===== config.mk =====
export PLATFORM = sky130hd
export DESIGN_NAME = header_locker
export DESIGN_NICKNAME = d
export VERILOG_FILES = /design/src/rtl/rx_recovery_pkg.sv /design/src/rtl/header_locker_hdr_mux.sv /design/src/rtl/header_locker.sv
export SDC_FILE = /design/constraint.sdc
export NUM_CORES = 1
export LEC_CHECK = 0
export CORE_ASPECT_RATIO = 0.5
export CORE_MARGIN = 2
export CORE_UTILIZATION = 35
export CTS_BUF_LIST = sky130_fd_sc_hd__clkbuf_16
export DETAILED_ROUTE_END_ITERATION = 8
export PLACE_DENSITY_LB_ADDON = 0.2
export SYNTH_ARGS = -nofsm -noshare
export SYNTH_HDL_FRONTEND = slang
export SYNTH_SLANG_ARGS = --single-unit

===== constraint.sdc =====
create_clock -name clk_i -period 5.5 [get_ports clk_i]
set_input_delay 0.55 -clock clk_i [delete_from_list [all_inputs] [get_ports clk_i]]
set_output_delay 0.55 -clock clk_i [all_outputs]
set_load 0.05 [all_outputs]

===== src/rtl/rx_recovery_pkg.sv =====
// Shared RX recovery types: lock-engine states and 64b/66b sync-header constants.
package rx_recovery_pkg;

  typedef enum logic [1:0] {
    SEARCH = 2'd0,
    LOCKED = 2'd1,
    FORCED = 2'd2
  } lock_state_e;

  localparam logic [1:0] HDR_DATA        = 2'b01;
  localparam logic [1:0] HDR_CTRL        = 2'b10;
  localparam int         DEFAULT_BLOCK_W = 66;

  function automatic logic hdr_is_good(input logic [1:0] hdr);
    return (hdr == HDR_DATA) || (hdr == HDR_CTRL);
  endfunction

endpackage


===== src/rtl/header_locker_hdr_mux.sv =====
// Selects the 2-bit sync header at a candidate block offset and flags it good/bad.
module hdr_mux
  import rx_recovery_pkg::*;
#(
  parameter int BUF_W    = 194,
  parameter int BLOCK_W  = DEFAULT_BLOCK_W,
  parameter int HDR_BASE = 0,
  parameter int OFF_W    = $clog2(BLOCK_W)
) (
  input  logic [BUF_W-1:0] buffer,
  input  logic [OFF_W-1:0] offset,
  output logic [1:0]       hdr,
  output logic             hdr_good
);

  localparam logic [OFF_W-1:0] LAST_OFF = OFF_W'(BLOCK_W - 1);

  logic [1:0] hdr_at [BLOCK_W];
  logic       buf_unused;

  genvar gi;
  generate
    for (gi = 0; gi < BLOCK_W; gi++) begin : g_hdr
      assign hdr_at[gi] = buffer[HDR_BASE+gi+1 : HDR_BASE+gi];
    end
  endgenerate

  // Out-of-range offsets read as an invalid header rather than aliasing.
  always_comb begin
    hdr = 2'b00;
    if (offset <= LAST_OFF) hdr = hdr_at[offset];
  end

  assign hdr_good   = hdr_is_good(hdr);
  // Bits outside the header span are payload for the block extractor.
  assign buf_unused = ^buffer;

endmodule


===== src/rtl/header_locker.sv =====
// 64b/66b sync-header lock engine: searches block offsets, locks after a good run,
// monitors bad-header rate while locked, and supports a manual offset override.
module header_locker
  import rx_recovery_pkg::*;
#(
  parameter int BUF_W      = 194,
  parameter int BLOCK_W    = DEFAULT_BLOCK_W,
  parameter int HDR_BASE   = 0,
  parameter int LOCK_CNT   = 32,
  parameter int MON_WIN    = 64,
  parameter int UNLOCK_BAD = 16,
  parameter int OFF_W      = $clog2(BLOCK_W)
) (
  input  logic             clk_i,
  input  logic             rst_ni,
  input  logic             buffer_dv,
  input  logic [BUF_W-1:0] gbox_buffer,
  input  logic             force_i,
  input  logic [OFF_W-1:0] force_offset_i,
  output logic [OFF_W-1:0] block_offset,
  output logic             locked_o,
  output logic             slip_o,
  output logic [15:0]      slip_cnt_o
);

  localparam int GOOD_W = $clog2(LOCK_CNT + 1);
  localparam int WIN_W  = $clog2(MON_WIN + 1);
  localparam int BAD_W  = $clog2(UNLOCK_BAD + 1);

  localparam logic [OFF_W-1:0]  LAST_OFF = OFF_W'(BLOCK_W - 1);
  localparam logic [GOOD_W-1:0] GOOD_TGT = GOOD_W'(LOCK_CNT);
  localparam logic [WIN_W-1:0]  WIN_TGT  = WIN_W'(MON_WIN);
  localparam logic [BAD_W-1:0]  BAD_TGT  = BAD_W'(UNLOCK_BAD);

  generate
    if ((HDR_BASE + BLOCK_W > BUF_W - 1) || (LOCK_CNT < 1) ||
        (UNLOCK_BAD < 1) || (UNLOCK_BAD > MON_WIN)) begin : g_param_err
      $error("header_locker: illegal parameter combination");
    end
  endgenerate

  lock_state_e       state_reg, state_next;
  logic [OFF_W-1:0]  offset_reg, offset_next;
  logic [GOOD_W-1:0] good_cnt_reg, good_cnt_next;
  logic [WIN_W-1:0]  win_cnt_reg, win_cnt_next;
  logic [BAD_W-1:0]  bad_cnt_reg, bad_cnt_next;
  logic              locked_reg, locked_next;
  logic              slip_reg, slip_next;
  logic [15:0]       slip_cnt_reg;

  logic              hdr_good;
  logic [1:0]        hdr_unused;
  logic [OFF_W-1:0]  offset_inc, force_clamped;
  logic [GOOD_W-1:0] good_inc;
  logic [WIN_W-1:0]  win_inc;
  logic [BAD_W-1:0]  bad_inc;

  hdr_mux #(
    .BUF_W   (BUF_W),
    .BLOCK_W (BLOCK_W),
    .HDR_BASE(HDR_BASE),
    .OFF_W   (OFF_W)
  ) u_hdr_mux (
    .buffer  (gbox_buffer),
    .offset  (offset_reg),
    .hdr     (hdr_unused),
    .hdr_good(hdr_good)
  );

  always_comb begin
    state_next    = state_reg;
    offset_next   = offset_reg;
    good_cnt_next = good_cnt_reg;
    win_cnt_next  = win_cnt_reg;
    bad_cnt_next  = bad_cnt_reg;
    locked_next   = locked_reg;
    slip_next     = 1'b0;

    offset_inc    = (offset_reg == LAST_OFF) ? '0 : offset_reg + 1'b1;
    force_clamped = (force_offset_i > LAST_OFF) ? LAST_OFF : force_offset_i;
    good_inc      = ((state_reg == FORCED) ? '0 : good_cnt_reg) + 1'b1;
    win_inc       = win_cnt_reg + 1'b1;
    bad_inc       = bad_cnt_reg + BAD_W'(!hdr_good);

    if (force_i) begin
      state_next    = FORCED;
      offset_next   = force_clamped;
      good_cnt_next = '0;
      win_cnt_next  = '0;
      bad_cnt_next  = '0;
      locked_next   = 1'b1;
    end else begin
      unique case (state_reg)
        // Leaving FORCED resumes the search at the forced offset with a fresh run.
        SEARCH, FORCED: begin
          if (state_reg == FORCED) begin
            state_next    = SEARCH;
            good_cnt_next = '0;
            locked_next   = 1'b0;
          end
          if (buffer_dv) begin
            if (hdr_good) begin
              if (good_inc == GOOD_TGT) begin
                state_next    = LOCKED;
                good_cnt_next = '0;
                win_cnt_next  = '0;
                bad_cnt_next  = '0;
                locked_next   = 1'b1;
              end else begin
                good_cnt_next = good_inc;
              end
            end else begin
              good_cnt_next = '0;
              offset_next   = offset_inc;
              slip_next     = 1'b1;
            end
          end
        end
        // Unlock wins over window rollover when both land on the same block.
        LOCKED: begin
          if (buffer_dv) begin
            if (bad_inc == BAD_TGT) begin
              state_next    = SEARCH;
              offset_next   = offset_inc;
              slip_next     = 1'b1;
              good_cnt_next = '0;
              win_cnt_next  = '0;
              bad_cnt_next  = '0;
              locked_next   = 1'b0;
            end else if (win_inc == WIN_TGT) begin
              win_cnt_next = '0;
              bad_cnt_next = '0;
            end else begin
              win_cnt_next = win_inc;
              bad_cnt_next = bad_inc;
            end
          end
        end
        default: state_next = SEARCH;
      endcase
    end
  end

  always_ff @(posedge clk_i or negedge rst_ni) begin
    if (!rst_ni) begin
      state_reg    <= SEARCH;
      offset_reg   <= '0;
      good_cnt_reg <= '0;
      win_cnt_reg  <= '0;
      bad_cnt_reg  <= '0;
      locked_reg   <= 1'b0;
      slip_reg     <= 1'b0;
      slip_cnt_reg <= '0;
    end else begin
      state_reg    <= state_next;
      offset_reg   <= offset_next;
      good_cnt_reg <= good_cnt_next;
      win_cnt_reg  <= win_cnt_next;
      bad_cnt_reg  <= bad_cnt_next;
      locked_reg   <= locked_next;
      slip_reg     <= slip_next;
      if (slip_next && (slip_cnt_reg != 16'hFFFF)) slip_cnt_reg <= slip_cnt_reg + 1'b1;
    end
  end

  assign block_offset = offset_reg;
  assign locked_o     = locked_reg;
  assign slip_o       = slip_reg;
  assign slip_cnt_o   = slip_cnt_reg;

endmodule

; ---- Yosys cells after proc, flatten, opt, wreduce, memory -nomap -nowiden
; Index checks and enable logic that the tools add are counted.
[word_totals]
register_bits = 45
output_inout_bits = 25
wordCells = 100
[op_classes]
addsub = 5
order_cmp = 3
n_eq_ne = 15
mux = 58
n_bitwise = 1
n_reduce_logical = 10
[op_table]
columns = operator, n
row1 = $mux W7, 14
row2 = $mux W6, 7
row3 = $mux W5, 7
row4 = $pmux W7 S2, 2
row5 = $mux W2, 10
row6 = $ne A3 B3 Y1 const B, 6
row7 = $add A16 B1 Y16 const B, 1
row8 = $ne A16 B16 Y1 const B, 1
row9 = $add A7 B1 Y7 const B, 2
row10 = $bmux W2 S7, 1
row11 = $eq A7 B7 Y1 const B, 2
row12 = $mux W1, 12
row13 = $pmux W6 S2, 1
row14 = $pmux W5 S2, 1
row15 = $reduce_and A5 Y1, 2
row16 = $ge A8 B8 Y1 const B, 1
row17 = $not A7 Y8, 1
row18 = $gt A7 B7 Y1 const B, 1
row19 = $le A7 B7 Y1 const B, 1
row20 = $add A6 B1 Y6 const B, 1
row21 = $eq A6 B6 Y1 const B, 1
row22 = $add A5 B1 Y5, 1
row23 = $eq A5 B5 Y1 const B, 1
row24 = $eq A2 B1 Y1 const B, 2
row25 = other kinds (11), 13

; ---- Longest topological paths before layout
; Gate-level depths: netlist of run 1.
[depth]
word_depth = 15
depth_mapped = 22

; ---- Hierarchy
; A second synthesis of run 1 with hierarchy kept.
[unflattened]
cells_unflattened = 394
hier_area_um2 = 3975.1
[modules_own_cells]
columns = module, instances, cells_each, area_each_um2, seq_area_each_um2
row1 = header_locker, 1, 283, 2705.1, 1126.1
row2 = hdr_mux, 1, 111, 1270.0, 0.0

; ---- Worst setup path after synthesis of run 1
; No wires, ideal clock.
[synth_path]
path_type = flip-flop to flip-flop
from = register offset_reg[0], in the netlist block_offset[0]
to = register offset_reg[5], in the netlist block_offset[5]
setup_time_ps = 133
arrival_time_ps = 4610
t_required_ps = 5367
path_slack_ps = 757
stages_incl_launch_ff = 19
n_path_buf = 2
synth_period_minus_slack_ps = 4743
path_cell_list = dfrtp_1 -> buf_6 -> mux4_1 -> mux2_2 -> a22oi_2 -> nand3_2 -> a221oi_2 -> xor2_1 -> buf_6 -> nand2_1 -> ha_1 -> ha_1 -> nor3_1 -> a31oi_1 -> o41ai_1 -> nand2_1 -> a2111oi_0 -> xnor2_1 -> o21ai_1
[synth_between]
elab_chain_len = 12
[synth_lines]
columns = item, line
row1 = start: declaration, header_locker.sv:43  ; logic [OFF_W-1:0] offset_reg, offset_next;
row2 = start signal: assignment, header_locker.sv:156  ; offset_reg <= offset_next;
row3 = $not A7 Y8 (not written as such), header_locker_hdr_mux.sv:31  ; if (offset <= LAST_OFF) hdr = hdr_at[offset];
row4 = $bmux W2 S7, header_locker_hdr_mux.sv:31
row5 = $mux W2 (not written as such) (2 in a row), header_locker_hdr_mux.sv:31
row6 = $mux W2, header_locker_hdr_mux.sv:31
row7 = $eq A2 B1 Y1 or $eq A2 B2 Y1 (tied branches), rx_recovery_pkg.sv:15  ; return (hdr == HDR_DATA) || (hdr == HDR_CTRL);
row8 = $logic_or A1 B1 Y1, rx_recovery_pkg.sv:15
row9 = $logic_not A1 Y1, header_locker.sv:83  ; bad_inc = bad_cnt_reg + BAD_W'(!hdr_good);
row10 = $add A5 B1 Y5, header_locker.sv:83
row11 = $eq A5 B5 Y1, header_locker.sv:122  ; if (bad_inc == BAD_TGT) begin
row12 = $ne A3 B3 Y1 (no source line), -
row13 = $reduce_and A5 Y1 (no source line), -
; Parallel ways exist; a longest one is shown, timed or not. The select of a mux whose other input is x is not followed.
; A chain may end at the register's enable or synchronous reset.

; ---- Final worst setup path of run 1
[layout_path]
from = input port gbox_buffer[50]
to = register offset_reg[2], in the netlist block_offset[2]
[layout_between]
elab_chain_len = 11
[layout_lines]
columns = item, line
row1 = start: declaration, header_locker.sv:17  ; input logic [BUF_W-1:0] gbox_buffer,
row2 = $bmux W2 S7 (*), header_locker_hdr_mux.sv:31
row3 = $mux W2 (not written as such) (*) (2 in a row), header_locker_hdr_mux.sv:31
row4 = $mux W2 (*), header_locker_hdr_mux.sv:31
row5 = $eq A2 B1 Y1 or $eq A2 B2 Y1 (tied branches), rx_recovery_pkg.sv:15
row6 = $logic_or A1 B1 Y1 (*), rx_recovery_pkg.sv:15
row7 = $logic_not A1 Y1, header_locker.sv:83
row8 = $add A5 B1 Y5, header_locker.sv:83
row9 = $eq A5 B5 Y1, header_locker.sv:122
row10 = $ne A3 B3 Y1 (no source line), -
row11 = $reduce_and A5 Y1 (no source line) (*), -
; Every way passes the cells marked *; elsewhere a longest branch is shown, timed or not. The select of a mux whose other input is x is not followed.

==> flow_summary.toml, run 1 <==
[global_route]
antenna_found_initial = 0
busiest_layer = "met2"
gr-total-overflow = 0
grt_max_degree = 46
grt_use_total = 0.185
use_met3 = 0.0282
met1_usage = 0.257
grt_pass1_vias = 3599
grt_pass1_wl_um = 18300
met2_usage = 0.309

[cts]
cts_buffers = 5
h-tree-depth = 2
cts_root_buf = "clkbuf_16"
clk_latency_ns = 0.28
numClockSinks = 45
ctsHoldBuffers = 0
post_cts_buffers = 0
clk_pin_slew_worst_paths_ns = 0.07
ctsResizeCount = 0
cts_tree = "built"
clockBufferDepth = 2

[logic_synthesis]
syn_area_um2 = 3900
synthCells = 391
synth-edff-count = 0
syn_nets = 603
synth_top_area_cell = "dfrtp_1"
ys.flop_type = "dfrtp_1"
yosys-top-cells-area = "dfrtp_1, mux4_1, mux2i_1"
yosysWarnings = 0
ys_async_sr_fraction = 1.00
synthDistinctLibCells = 66
syn_avg_cell_area_um2 = 9.98
synth-seq-cells = 45
ys_seq_area_frac = 0.289
synth_top_area_share = 0.289

[sta]
setup_ws_ns = 0.456
tightest_slew_ns = 0.719
finalSetupViolCount = 0
setup_tns_ns = 0
period_minus_slack_ns = 5.04
fin_crit_sh = 0.917
clock-skew-final_ns = 0.00858
hold_violations = 0
fmax_ghz = 0.198
report.final.slew_viol_count = 0
rsz0062_at_grt = "no"
slew_headroom = 0.516

[worst_setup_path]
worstPathArrival_ns = 5.24
reg2reg_from = "block_offset[0]$_DFFE_PN0P_"
rrSetupSlack_ns = 0.46
r2r_cells = 18
start_kind = "input pin"
critPathKind = "in -> reg"
endpoint_kind = "flop"
cp_max_fo = 12
rr_endpoint = "block_offset[2]$_DFFE_PN0P_"
crit_path_end = "block_offset[2]$_DFFE_PN0P_"
startpoint = "gbox_buffer[50]"
crit_required_ns = 5.69

[route]
dr_total_vias = 3545
drtIter0Drc = 221
dr.pass1.iters = 4
routed_via_density = 5.57
ant_nets = 0
wirelength_um = 10900
drc = 0
wl_per_cell_um = 17.1

[floorplanning]
die_h_um = 78.7
die_w_um = 153
rows = 27
core-area_um2 = 10900
die-area_um2 = 12100
initial_core_util = 0.358
io-pin-count = 230

[cells_and_area]
final_area_um2 = 5240
largest_reg_flops = 16
antenna_cells = 0
final_cells = 636
syn2layout_area_growth_pct = 34.3
drive_gt1_frac = 0.0937
layout.nets = 702

[pwr]
comb_power_share = 0.488
p_int_mw = 0.980
p_per_area_nw_per_um2 = 300
power_switching_mw = 0.593
ir_drop_uv = 311
p_total_mw = 1.57
swShare = 0.377
power.leakage_nw = 2.14
power_frac_seq = 0.268
clockPowerShare = 0.245

[min_path]
hold_class = "in -> async"

[placed_design]
place_ws_ns = 0.216
dp.cells = 628
postPlaceCellArea_um2 = 5050
placement.io_buffers = 102
gp_congestion = 0.793
dp_hpwl_um = 8190

[status]
status = "complete, no violations"

[job]
maxCapViolations = 0
## cells in the mapped netlist (9+ instances only)
| library cell | instances |
|---|---|
| nor2_1 | 25 |
| a21oi_1 | 11 |
| nand3_1 | 23 |
| dfrtp_1 | 45 |
| nor3_1 | 11 |
| and3_1 | 10 |
| o21ai_0 | 9 |
| a22oi_1 | 9 |
| xnor2_1 | 16 |
| and2_1 | 10 |
| nand2_1 | 37 |
| mux4_1 | 15 |
| mux2i_1 | 32 |
## logic make-up after synthesis
| group | Yosys count | share of synthesized area |
|---|---|---|
| buf+inv | 31 | 0.0487 |
| fa+ha+maj | 7 | 0.0224 |
| flops | 45 | 0.289 |
| compound gates | 82 | 0.166 |
| xor+xnor | 18 | 0.0404 |
| simple gates | 150 | 0.199 |
| mux | 58 | 0.235 |
## metrics by stage
stage / util / hold WS (ns)
final: 0.480 / 0.350
after floorplan: - / 0.254
after detailed placement: 0.463 / 0.485
after global placement: 0.463 / 0.485
after CTS: 0.480 / 0.377
after global routing: 0.480 / 0.412
## power groups by stage
stage / Sequential, mW / Clock (mW) / Combinational [mW]
global placement: 0.427 / 0 / 0.762
floorplan: 0.520 / 0 / 0.451
CTS: 0.421 / 0.393 / 0.771
global route: 0.428 / 0.408 / 0.830
finish: 0.421 / 0.385 / 0.767
detailed placement: 0.426 / 0 / 0.766
## cell usage in the layout (no fill, tap or decap), types with 5 or more instances in the layout
cell	n
ha_1	7
mux4_1	15
a22o_1	6
mux4_2	7
nand3_1	23
nand2_1	37
nand4_1	6
dfrtp_1	44
a22oi_1	9
a31oi_1	7
and3_1	10
buf_4	12
a21oi_1	11
nor2_1	25
clkdlybuf4s50_1	101
o21ai_0	9
inv_1	7
and2_1	10
nand2b_1	6
mux2i_1	32
nor3_1	11
clkbuf_16	5
xnor2_1	16
nor4_1	5
## routing by layer
| layer | vias up | share of wire |
|---|---|---|
| met1 | 1716 | 0.49 |
| met5 | - | 0 |
| met2 | 92 | 0.46 |
| met3 | 8 | 0.045 |
| li1 | 1729 | - |
| met4 | 0 | 0.012 |
## worst min-delay path by stage
| stage | slack [ns] | startpoint | depth (start not counted) | endpoint |
|---|---|---|---|---|
| floorplan | 0.25 | rst_ni | 0 | bad_cnt_reg[0]$_DFFE_PN0P_ |
| global placement | 0.49 | slip_cnt_o[5]$_DFFE_PN0P_ | 1 | slip_cnt_o[5]$_DFFE_PN0P_ |
| detailed placement | 0.49 | slip_cnt_o[14]$_DFFE_PN0P_ | 1 | slip_cnt_o[14]$_DFFE_PN0P_ |
| CTS | 0.38 | rst_ni | 2 | good_cnt_reg[5]$_DFFE_PN0P_ |
| global route | 0.41 | rst_ni | 2 | good_cnt_reg[5]$_DFFE_PN0P_ |
| finish | 0.35 | rst_ni | 2 | win_cnt_reg[5]$_DFFE_PN0P_ |
## final cells by class
class	instances	area, um2
Inverter	8	30.0
Clock inverter	3	65.1
Fill cell	1043	5670
Tap cell	145	181
Clock buffer	5	125
Timing Repair Buffer	115	1130
Multi-Input combinational cell	315	2580
Sequential cell	45	1130
## critical path, cell delays in order
cell and delay [ns]:
clkdlybuf4s50_1 0.43, mux4_1 0.51, and2_1 0.17, a2111oi_0 0.47
nor4b_1 0.11, a211oi_1 0.30, xor2_1 0.31, nand2_1 0.10
ha_1 0.20, ha_1 0.25, nor3_1 0.21, a31oi_1 0.07
o41ai_1 0.38, nand2_1 0.25, a21oi_4 0.37, buf_4 0.24
a311oi_1 0.13, a221oi_2 0.20
(Power assumes the default switching activity.)
==> run 2: changes to the inputs <==
CTS_CLUSTER_SIZE = 10   (was not set)
==> results of run 2 <==
The final DEF is identical to that of run 1; final timing and power are the same.
==> run 3: changes to the inputs <==
CTS_CLUSTER_DIAMETER = 30   (was not set)
==> results of run 3 <==
The final DEF is identical to that of run 1; final timing and power are the same.
